File: src/rtl/snn_step_controller.sv
// ---------------------------------------------------------------------------
// snn_step_controller
//
// Sequences one spiking-network inference run. It loads an image into the
// spike encoder, then issues TIME_STEPS time-step strobes. Each step waits
// for the downstream layer to acknowledge and for a minimum strobe spacing.
// A run ends in a one-cycle done pulse. It can also end early: a missing
// acknowledge sets a sticky timeout flag, and an abort returns the block to
// idle.
//
// Ports
//   clk              sole clock, rising edge
//   rst_n            synchronous active-low reset
//   start            request a run (only looked at in IDLE)
//   abort            drop the current run, back to IDLE next cycle
//   img_ready        pixel buffer holds a complete image (level)
//   layer_ack        network finished integrating the current step
//   pixel_valid      one-cycle load strobe to the encoder
//   time_step_pulse  one-cycle step-advance strobe to the encoder
//   step_idx         index of the current / most recent step
//   busy             high in every state except IDLE
//   done             one-cycle completion pulse
//   timeout_err      sticky: last run was ended by an acknowledge timeout
//   state_dbg        current FSM state encoding, for observation only
//
// Handshake semantics: start, img_ready and layer_ack are level inputs.
// They are sampled on the rising edge, and only in the states that consume
// them; in every other state they are ignored, with no buffering. A
// layer_ack seen in PULSE or WAIT_ACK is latched until the next PULSE.
// pixel_valid, time_step_pulse and done are single-cycle strobes with no
// back-pressure. All outputs are registered.
// ---------------------------------------------------------------------------
module snn_step_controller #(
  parameter int TIME_STEPS  = 100,
  parameter int STEP_CYCLES = 4,
  parameter int ACK_TIMEOUT = 255
) (
  input  logic       clk,
  input  logic       rst_n,
  input  logic       start,
  input  logic       abort,
  input  logic       img_ready,
  input  logic       layer_ack,
  output logic       pixel_valid,
  output logic       time_step_pulse,
  output logic [7:0] step_idx,
  output logic       busy,
  output logic       done,
  output logic       timeout_err,
  output logic [2:0] state_dbg
);

  typedef enum logic [2:0] {
    IDLE     = 3'd0,
    WAIT_IMG = 3'd1,
    LOAD     = 3'd2,
    SETTLE   = 3'd3,
    PULSE    = 3'd4,
    WAIT_ACK = 3'd5,
    DONE     = 3'd6
  } state_t;

  localparam logic [7:0] LAST_STEP = 8'(TIME_STEPS - 1);
  localparam logic [8:0] STEP_LIM  = 9'(STEP_CYCLES);
  localparam logic [8:0] TO_LIM    = 9'(ACK_TIMEOUT);

  state_t     state, state_n;
  logic [7:0] gap_cnt;   // WAIT_ACK cycles since the last PULSE, minus one
  logic [7:0] tout_cnt;  // WAIT_ACK cycles spent without an acknowledge
  logic       ack_seen;

  logic       ack_now;
  logic       last_step;
  logic [8:0] elapsed;
  logic       gap_ok;
  logic       tout_hit;
  logic       timeout_fire;

  assign state_dbg = state;
  assign ack_now   = ack_seen | layer_ack;
  assign last_step = (step_idx == LAST_STEP);
  // Cycles between the PULSE cycle and the current WAIT_ACK cycle.
  assign elapsed   = {1'b0, gap_cnt} + 9'd1;
  // Leaving WAIT_ACK toward PULSE places the next strobe at elapsed+1, so the
  // spacing is met one cycle early. The final step instead stays in WAIT_ACK
  // for a full STEP_CYCLES after its strobe. This gives the network the
  // whole step window before done is raised.
  assign gap_ok    = last_step ? (elapsed >= STEP_LIM)
                               : ((elapsed + 9'd1) >= STEP_LIM);
  assign tout_hit  = !ack_now && (({1'b0, tout_cnt} + 9'd1) >= TO_LIM);

  always_comb begin
    state_n      = state;
    timeout_fire = 1'b0;
    case (state)
      IDLE:     if (start) state_n = img_ready ? LOAD : WAIT_IMG;
      WAIT_IMG: if (img_ready) state_n = LOAD;
      LOAD:     state_n = SETTLE;
      SETTLE:   state_n = PULSE;
      PULSE:    state_n = WAIT_ACK;
      WAIT_ACK: begin
        if (ack_now && gap_ok) begin
          state_n = last_step ? DONE : PULSE;
        end else if (tout_hit) begin
          state_n      = DONE;
          timeout_fire = 1'b1;
        end
      end
      DONE:     state_n = IDLE;
      default:  state_n = IDLE;
    endcase
    // Abort overrides every other transition, including a timeout.
    if (abort && state != IDLE) begin
      state_n      = IDLE;
      timeout_fire = 1'b0;
    end
  end

  always_ff @(posedge clk) begin
    if (!rst_n) begin
      state           <= IDLE;
      gap_cnt         <= 8'd0;
      tout_cnt        <= 8'd0;
      ack_seen        <= 1'b0;
      pixel_valid     <= 1'b0;
      time_step_pulse <= 1'b0;
      step_idx        <= 8'd0;
      busy            <= 1'b0;
      done            <= 1'b0;
      timeout_err     <= 1'b0;
    end else begin
      state           <= state_n;
      // Strobes are registered from the next state, so they line up with
      // the cycle the FSM spends in LOAD / PULSE / DONE.
      pixel_valid     <= (state_n == LOAD);
      time_step_pulse <= (state_n == PULSE);
      busy            <= (state_n != IDLE);
      done            <= (state_n == DONE);

      if (state == IDLE && start) begin
        step_idx <= 8'd0;
      end else if (abort && state != IDLE) begin
        step_idx <= 8'd0;
      end else if (state == WAIT_ACK && state_n == PULSE) begin
        step_idx <= step_idx + 8'd1;
      end

      if (state == IDLE && start) begin
        timeout_err <= 1'b0;
      end else if (timeout_fire) begin
        timeout_err <= 1'b1;
      end

      if (state_n == PULSE) begin
        gap_cnt  <= 8'd0;
        tout_cnt <= 8'd0;
        ack_seen <= 1'b0;
      end else if (state_n == WAIT_ACK) begin
        ack_seen <= ack_now;
        if (state == WAIT_ACK) begin
          gap_cnt <= (gap_cnt == 8'hFF) ? gap_cnt : gap_cnt + 8'd1;
          if (!ack_seen) tout_cnt <= tout_cnt + 8'd1;
        end
      end else begin
        gap_cnt  <= 8'd0;
        tout_cnt <= 8'd0;
        ack_seen <= 1'b0;
      end
    end
  end

endmodule

File: config.mk
export PLATFORM = sky130hd
export DESIGN_NAME = snn_step_controller
export DESIGN_NICKNAME = d
export VERILOG_FILES = /design/src/rtl/snn_step_controller.sv
export SDC_FILE = /design/constraint.sdc
export NUM_CORES = 1
export LEC_CHECK = 0
export CORE_MARGIN = 5
export CORE_UTILIZATION = 40
export CTS_CLUSTER_DIAMETER = 80
export CTS_CLUSTER_SIZE = 20
export DETAILED_ROUTE_END_ITERATION = 8
export PLACE_DENSITY = 0.65
export SYNTH_ARGS = -nofsm -noshare
export SYNTH_HDL_FRONTEND = slang
export SYNTH_SLANG_ARGS = --single-unit
File: constraint.sdc
create_clock -name clk -period 6.3 [get_ports clk]
set_input_delay 0.945 -clock clk [delete_from_list [all_inputs] [get_ports clk]]
set_output_delay 0.945 -clock clk [all_outputs]
set_load 0.01 [all_outputs]
==> metrics.yaml, run 1 <==
min_path_type: "reg2reg"
synth_commonest_cells: "nor2_1 (35), dfxtp_1 (33), nand2_1 (19)"
arrival_ns: 2.91
rows: 24
crit_fanout: 17
first_pass_iters: 4
cts_tree: "yes"
grt_max_degree: 18
core_area_sq_mm: 0.00441
io_pins: 22
final_cells: 297
hold_buffers: 0
dp_hpwl_microns: 2690
cts_made_buffers: 5
synth_area_leader_cell: "dfxtp_1"
cts.sinks: 33
ys_seq_area_share_pct: 35.9
clockBufferDepth: 2
p_leak_uw: 0.000754
h-tree-depth: 2
drt_iter0_markers: 115
synth_most_common_cell: "nor2_1"
clk_latency_ns: 0.29
worstMarginPinSlew_ns: 0.641
cts_setup_buffers: 0
vias: 1627
rsz0062_at_grt: "no"
synth_area_sq_mm: 0.00184
postSynthAreaPerCell_sq_um: 8.22
portBuffers: 21
dieArea_sq_mm: 0.00606
grt_pass1_wl_microns: 6720
routabilityCongestion: 0.796
ys_ff_latch: 33
wl_per_cell_microns: 12.9
cts_root_buf: "clkbuf_8"
fmax_ghz: 0.370
ys.flop_type: "dfxtp_1"
grt_pass1_vias: 1477
finalNetCount: 255
yosysWarnings: 0
ant_nets: 0
cts_resized: 0
max_cap_violations: 0
initial_utilization_pct: 41.7
cts.reportedPaths.clkPinSlew_ns: 0.07
syn2layout_area_growth_pct: 18.9
fillers: 427
ff2ff_setup_slack_ns: 3.69
grt_usage_pct: 13.4
drive_gt1_share_pct: 8.16
finalSetupViolations: 0
drv_slew: 0
fin_tns_setup_ns: 0
die_x_microns: 77.9
whs_ns: 0.493
synthArstFlopShare_pct: 0
wirelength_microns: 3830
diodes: 0
yosysTopAreaCellShare_pct: 35.9
via_per_inst: 5.48
ys_types: 49
synth_area_leaders: "dfxtp_1 (36%), nor2_1 (7.1%), a21oi_1 (4.1%)"
grt_overflow: 0
slew_headroom_pct: 57.3
regArea_sq_um: 661
status: "completed"
syn_inst: 224
max-vdd-ir-drop_v: 0.000126
fin_crit_ns: 2.70
crit_type: "in2reg"
cellPowerDensity_mw_per_mm2: 209
fin_crit_sh_pct: 42.9
required_ns: 6.51
post-route-util_pct: 49.6
cp-end-kind: "flip-flop"
fin_skew_ns: 0.00488
die_y_microns: 77.9
start_kind: "primary input"
drc: 0
multiInputGateArea_sq_mm: 0.00112
antenna_found_initial: 0
dp_cells: 289
synth_fp_nets: 235
synth-edff-count: 0
finalHoldViolations: 0
-- cells by family after synthesis --
kind of cell / after synthesis / synth area share (%)
AND/OR/NAND/NOR: 104 / 29.3
AO/OA/AOI/OAI: 53 / 20.2
flip-flops: 33 / 35.9
XOR/XNOR: 14 / 6.66
buffers and inverters: 13 / 3.40
adder cells (fa/ha/maj): 5 / 3.40
multiplexers: 2 / 1.22
-- layout make-up --
class / count / area share [%]
Inverter: 5 / 0.857
Sequential cell: 33 / 30.2
Clock buffer: 7 / 3.94
Clock inverter: 1 / 1.37
Tap cell: 52 / 2.97
Timing Repair Buffer: 21 / 9.60
Multi-Input combinational cell: 178 / 51.1
-- placed cells by master (no fill, tap or decap), types with 5 or more instances in the layout --
cell              n
o21ai_0           7
xor2_1            8
inv_1             5
clkbuf_8          6
nor2_1           35
nand2_1          19
ha_1              5
xnor2_1           6
nor3_1            7
dfxtp_1          33
or4_1             6
nand3_1           9
clkdlybuf4s50_1  21
a21oi_1          15
nand4_1           5
-- final timing paths --
check | end | cells after the start | startpoint
max | gap_cnt[1]$_SDFFE_PP0P_ | 8 | layer_ack
min | timeout_err$_SDFFE_PP0P_ | 2 | timeout_err$_SDFFE_PP0P_
max reg2reg | gap_cnt[1]$_SDFFE_PP0P_ | 8 | gap_cnt[0]$_SDFFE_PP0P_
min reg2reg | timeout_err$_SDFFE_PP0P_ | 2 | timeout_err$_SDFFE_PP0P_
-- metrics by stage --
step / area [sq um] / total power, uW / setup WS, ns
after floorplan: 1840 / 239 / 3.90
after global placement: 2070 / 252 / 3.34
after detailed placement: 2070 / 253 / 3.30
after CTS: 2190 / 462 / 3.60
after global routing: 2190 / 473 / 3.36
final: 2190 / 457 / 3.60
-- worst max-delay path, stage by stage --
cell and delay (ns):
clkdlybuf4s50_1 0.46, nor2_1 0.10, o2111ai_1 0.12, a21oi_1 0.06, a21o_1 0.21, a311oi_2 0.47, nand3_4 0.28, a211oi_1 0.26
-- sequential cells by signal (all words and copies together) (netlist names), 3 cells and up --
| name | cells |
|---|---|
| gap_cnt | 8 |
| step_idx | 8 |
| tout_cnt | 8 |
| state_dbg | 3 |
-- power breakdown --
group	leakage [uW]	switching (uW)	total, uW	internal [uW]
sequential	0.000267	3.86	215	211
clock	0.0000585	80.3	209	129
combinational	0.000429	17.3	32.8	15.5
-- layer usage --
layer	GRT usage (%)	vias up	wire, microns	part of all wire (%)
met1	18.9	748	2010	52
met3	3.70	5	176	4.6
met2	18.4	20	1600	42
li1	-	854	-	-
met5	0	-	0	0
met4	6.70	0	51	1.3
No activity file was read; power rests on OpenSTA's default activity.
==> run 2: changes to the inputs <==
- clock period: 6.3 -> 2.7 ns (I/O delays scaled with it)
==> metrics.yaml, run 2 (synthesis results as in run 1) <==
cts_made_buffers: 5  # unchanged
portBuffers: 21  # unchanged
layout_common_cells: "nor2_1 (35), dfxtp_1 (32), clkdlybuf4s50_1 (21)"  # was nor2_1 (35), dfxtp_1 (33), clkdlybuf4s50_1 (21)
largestRegisters: "gap_cnt: 8 flops, step_idx: 8 flops, tout_cnt: 8 flops"  # unchanged
whs_ns: 0.488  # was 0.493 ns
ant_nets: 0  # unchanged
slew_headroom_pct: 61.0  # was 57.3%
start_kind: "flip-flop"  # was primary input
rsz0062_at_grt: "yes"  # was no
placed_area_sq_mm: 0.00215  # was 0.00207 sq mm
max_cap_violations: 0  # unchanged
dp_hpwl_microns: 2900  # was 2690 microns
vias: 1682  # was 1627
wl_per_cell_microns: 12.8  # was 12.9 microns
routabilityCongestion: 0.839  # was 0.796
finalHoldViolations: 0  # unchanged
final_common_cell: "nor2_1"  # unchanged
post-route-util_pct: 50.8  # was 49.6%
cts_root_buf: "clkbuf_8"  # unchanged
die_x_microns: 77.9  # unchanged
syn2layout_area_growth_pct: 21.7  # was 18.9%
arrival_ns: 2.66  # was 2.91 ns
die_y_microns: 77.9  # unchanged
initial_utilization_pct: 41.7  # unchanged
drc: 0  # unchanged
fin_crit_ns: 2.47
critPathTopFamily: "compound AO/OA/AOI/OAI gates"  # unchanged
required_ns: 2.90  # was 6.51 ns
crit_type: "reg2reg"  # was in2reg
diodes: 0  # unchanged
io_pins: 22  # unchanged
grt_pass1_wl_microns: 6870  # was 6720 microns
antenna_found_initial: 0  # unchanged
first_pass_iters: 4  # unchanged
path_buf_inv: 0  # was 1
max-vdd-ir-drop_v: 0.000220  # was 0.000126 V
clockBufferDepth: 2  # unchanged
status: "completed"  # unchanged
finalSetupViolations: 0  # unchanged
fin_skew_ns: 0.00673  # was 0.00488 ns
slowest_delay_ns: 0.40  # was 0.47 ns
min_path_type: "reg2reg"  # unchanged
worstPathCellList: "ha_2, nand4b_1, o41ai_2, mux2_2, a311oi_1, a311oi_2, or2_2, nor3_1"  # was clkdlybuf4s50_1, nor2_1, o2111ai_1, a21oi_1, a21o_1, a311oi_2, nand3_4, a211oi_1
drive_gt1_share_pct: 12.9  # was 8.16%
crit_fanout: 5  # was 17
cp-end-kind: "flip-flop"  # unchanged
worstMarginPinSlew_ns: 0.580  # was 0.641 ns
cts_setup_buffers: 0  # unchanged
via_per_inst: 5.48  # about the same
grt_pass1_vias: 1508  # was 1477
drt_iter0_markers: 91  # was 115
dieArea_sq_mm: 0.00606  # unchanged
h-tree-depth: 2  # unchanged
crit_slowest_cell: "mux2_2"  # was a311oi_2
rows: 24  # unchanged
p_leak_uw: 0.000789  # was 0.000754 uW
finalNetCount: 265  # was 255
cts_tree: "yes"  # unchanged
fin_area_sq_mm: 0.00224  # was 0.00219 sq mm
grt_max_degree: 11  # was 18
cts.sinks: 33  # unchanged
cts.reportedPaths.clkPinSlew_ns: 0.07  # about the same
fmax_ghz: 0.405
grt_usage_pct: 13.6  # was 13.4%
cellPowerDensity_mw_per_mm2: 421  # was 209 mW/mm^2
clk_latency_ns: 0.29  # about the same
drv_slew: 0  # unchanged
core_area_sq_mm: 0.00441  # unchanged
fin_crit_sh_pct: 91.4
wirelength_microns: 3940  # was 3830 microns
grt_overflow: 0  # unchanged
==> run 2: cell count changes in the layout (fill, tap and decap cells not counted), sizes merged <==
cell | before | now
bufinv | 1 | 0
buf | 0 | 10
clkbuf | 7 | 6
clkinv | 0 | 2
==> run 2: cell type report <==
| type | instances | area [sq um] |
|---|---|---|
| fill | 443 | 2170 |
| multi-input combinational | 178 | 1130 |
| sequential | 33 | 662 |
| timing repair buffer | 31 | 285 |
| clock buffer | 6 | 72.6 |
| tap | 52 | 65.1 |
| inverter | 5 | 18.8 |
| clock inverter | 2 | 10.0 |
==> run 2: final timing paths <==
kind,startpoint,depth (start not counted),end,slack [ns]
worst max-delay path,step_idx[1]$_SDFFE_PP0P_,8,pixel_valid$_SDFF_PN0_,0.23
worst min register to register,timeout_err$_SDFFE_PP0P_,2,timeout_err$_SDFFE_PP0P_,0.49
worst min-delay path,timeout_err$_SDFFE_PP0P_,2,timeout_err$_SDFFE_PP0P_,0.49
worst max register to register,step_idx[1]$_SDFFE_PP0P_,8,pixel_valid$_SDFF_PN0_,0.23
==> run 2: power by group <==
group          leakage (uW)  internal (uW)  total [uW]  switching (uW)
Sequential         0.000267            493         502            8.95
Clock             0.0000450            179         363             184
Combinational      0.000477           36.6        77.7            41.0
Total              0.000789            709         943             234
==> run 2: worst min-delay path: stages, from the launching register on <==
cell and delay [ns]:
dfxtp_1 0.34, a21oi_1 0.04, nor2_1 0.07
==> run 2: timing repair <==
action / CTS / global route
resized for setup: 0 / 3
setup endpoints to repair: 0 / 5
hold buffers: 0 / 0
==> run 2: per-layer routing <==
layer / vias to the layer above / global-route usage [%] / wire (microns)
met1: 771 / 18.9 / 1990
met2: 37 / 20.1 / 1680
met3: 7 / 3.59 / 222
li1: 867 / - / -
met4: 0 / 4.64 / 59
met5: - / 0 / 0
==> run 2: metrics by stage <==
stage / setup TNS, ns / power (uW) / setup WS [ns] / instances
finish: 0 / 943 / 0.233 / 307
detailed placement: 0 / 591 / 0.165 / 299
floorplan: 0 / 558 / 0.304 / 224
CTS: 0 / 958 / 0.154 / 307
global route: -0.00173 / 986 / -0.00173 / 307
global placement: 0 / 590 / 0.234 / 299
==> run 3: changes to the inputs <==
- RECOVER_POWER: not set -> 25
- clock period: 2.7 -> 2.47 ns (I/O delays scaled with it)
==> metrics.yaml, run 3 (synthesis results as in run 1) <==
die_x_microns: 77.9  # unchanged
fin_crit_ns: 2.40  # was 2.47 ns
dp_hpwl_microns: 3010  # was 2900 microns
required_ns: 2.68  # was 2.90 ns
max_cap_violations: 0  # unchanged
p_seq_share_pct: 46.4  # was 53.3%
final_common_cell: "nor2_1"  # unchanged
arrival_ns: 2.61  # was 2.66 ns
max-vdd-ir-drop_v: 0.000323  # was 0.000220 V
cts_resized: 0  # unchanged
grt_pass1_vias: 1580  # was 1508
cellPowerDensity_mw_per_mm2: 495  # was 421 mW/mm^2
drive_gt1_share_pct: 15.8  # was 12.9%
grt_pass1_wl_microns: 7290  # was 6870 microns
syn2layout_area_growth_pct: 28.9  # was 21.7%
h-tree-depth: 2  # unchanged
fin_crit_sh_pct: 97.1  # was 91.4%
p_leak_uw: 0.000884  # was 0.000789 uW
cts_setup_buffers: 0  # unchanged
core_area_sq_mm: 0.00441  # unchanged
cts.reportedPaths.clkPinSlew_ns: 0.07  # about the same
cts_tree: "yes"  # unchanged
clk_latency_ns: 0.28  # was 0.29 ns
die_y_microns: 77.9  # unchanged
crit_type: "reg2reg"  # unchanged
drv_slew: 0  # unchanged
initial_utilization_pct: 41.7  # unchanged
start_kind: "flip-flop"  # unchanged
cts_root_buf: "clkbuf_8"  # unchanged
antenna_found_initial: 0  # unchanged
fin_area_sq_mm: 0.00237  # was 0.00224 sq mm
layout_common_cells: "nor2_1 (35), dfxtp_1 (33), buf_4 (20)"  # was nor2_1 (35), dfxtp_1 (32), clkdlybuf4s50_1 (21)
status: "completed"  # unchanged
p_sw_share_pct: 21.9  # was 24.8%
power.internal_uw: 917  # was 709 uW
rsz0062_at_grt: "yes"  # unchanged
grt_max_degree: 13  # was 11
drc: 0  # unchanged
rows: 24  # unchanged
power_switching_uw: 257  # was 234 uW
wl_per_cell_microns: 13.0  # was 12.8 microns
whs_ns: 0.492  # was 0.488 ns
io_pins: 22  # unchanged
cts_made_buffers: 5  # unchanged
post-route-util_pct: 53.8  # was 50.8%
fmax_ghz: 0.417  # was 0.405 GHz
diodes: 0  # unchanged
hold_buffers: 0  # unchanged
power_frac_clock_pct: 45.0  # was 38.5%
cts.sinks: 33  # unchanged
finalSetupViolations: 0  # unchanged
placed_area_sq_mm: 0.00224  # was 0.00215 sq mm
fin_tns_setup_ns: 0  # unchanged
finalWorstSetupSlack_ns: 0.0713  # was 0.233 ns
routabilityCongestion: 0.793  # was 0.839
worstMarginPinSlew_ns: 0.552  # was 0.580 ns
first_pass_iters: 4  # unchanged
dieArea_sq_mm: 0.00606  # unchanged
finalNetCount: 276  # was 265
slew_headroom_pct: 62.9  # was 61.0%
grt_overflow: 0  # unchanged
finalHoldViolations: 0  # unchanged
fillers: 424  # was 443
clockBufferDepth: 2  # unchanged
cp-end-kind: "flip-flop"  # unchanged
wirelength_microns: 4140  # was 3940 microns
portBuffers: 21  # unchanged
p_comb_share_pct: 8.6  # was 8.2%
largestRegisters: "gap_cnt: 8 flops, step_idx: 8 flops, tout_cnt: 8 flops"  # unchanged
ant_nets: 0  # unchanged
grt_usage_pct: 14.4  # was 13.6%
fin_skew_ns: 0.00550  # was 0.00673 ns
drt_iter0_markers: 66  # was 91
pre_cts_ws_ns: 0.0371  # was 0.165 ns
crit_fanout: 5  # unchanged
via_per_inst: 5.47  # was 5.48
vias: 1738  # was 1682
min_path_type: "reg2reg"  # unchanged
-- run 3: changes by cell type in the layout (fill, tap and decap cells not counted), moves of 2 or more --
cell             previous run  this run
buf_4                      10        20
clkdlybuf4s50_1            21        16
dlygate4sd3_1               0         5
clkinv_2                    2         0
-- run 3: path summary, 6_finish.rpt --
path                                                  to  cells after the start  slack, ns                      from
worst max-delay path              pixel_valid$_SDFF_PN0_                      8       0.07  step_idx[1]$_SDFFE_PP0P_
worst min register to register  timeout_err$_SDFFE_PP0P_                      2       0.49  timeout_err$_SDFFE_PP0P_
worst min-delay path            timeout_err$_SDFFE_PP0P_                      2       0.49  timeout_err$_SDFFE_PP0P_
worst max register to register    pixel_valid$_SDFF_PN0_                      8       0.07  step_idx[1]$_SDFFE_PP0P_
-- run 3: area by class of cell --
class                   instances  area, sq um  share of cell area (%)
repair buffers                 42          380                    16.0
clock inverters                 1         30.0                    1.27
inverters                       5         18.8                   0.791
flip-flops and latches         33          661                    27.8
clock buffers                   7         86.3                    3.64
multi-input cells             178         1130                    47.7
well taps                      52         65.1                    2.74
-- run 3: metrics by stage --
stage	power, uW	cells
after floorplan	610	224
after global placement	654	310
after detailed placement	654	310
after CTS	1180	318
after global routing	1230	318
final	1170	318
-- run 3: critical path, cell delays in order, from the launching register on --
cell and delay [ns]:
dfxtp_1 0.34, ha_1 0.17, nand4b_1 0.13, o41ai_2 0.22
mux2_2 0.39, a311oi_1 0.52, a311oi_4 0.11, or2_2 0.33
nor3_1 0.12
-- run 3: power by group through the flow --
stage          sequential, uW  combinational [uW]  clock, uW
5_1_grt                   546                 109        570
6_report                  545                 101        528
4_1_cts                   545                97.4        540
2_1_floorplan             558                52.7          0
3_5_place_dp              557                97.0          0
3_3_place_gp              557                97.3          0
-- run 3: metal layers --
metal	GRT usage, %	wire (microns)	part of all wire (%)	vias to the layer above
met5	0	0	0	-
met4	4.12	44	1.1	0
met3	3.82	139	3.4	7
met2	21.7	1790	43	23
met1	20.0	2160	52	819
li1	-	-	-	889
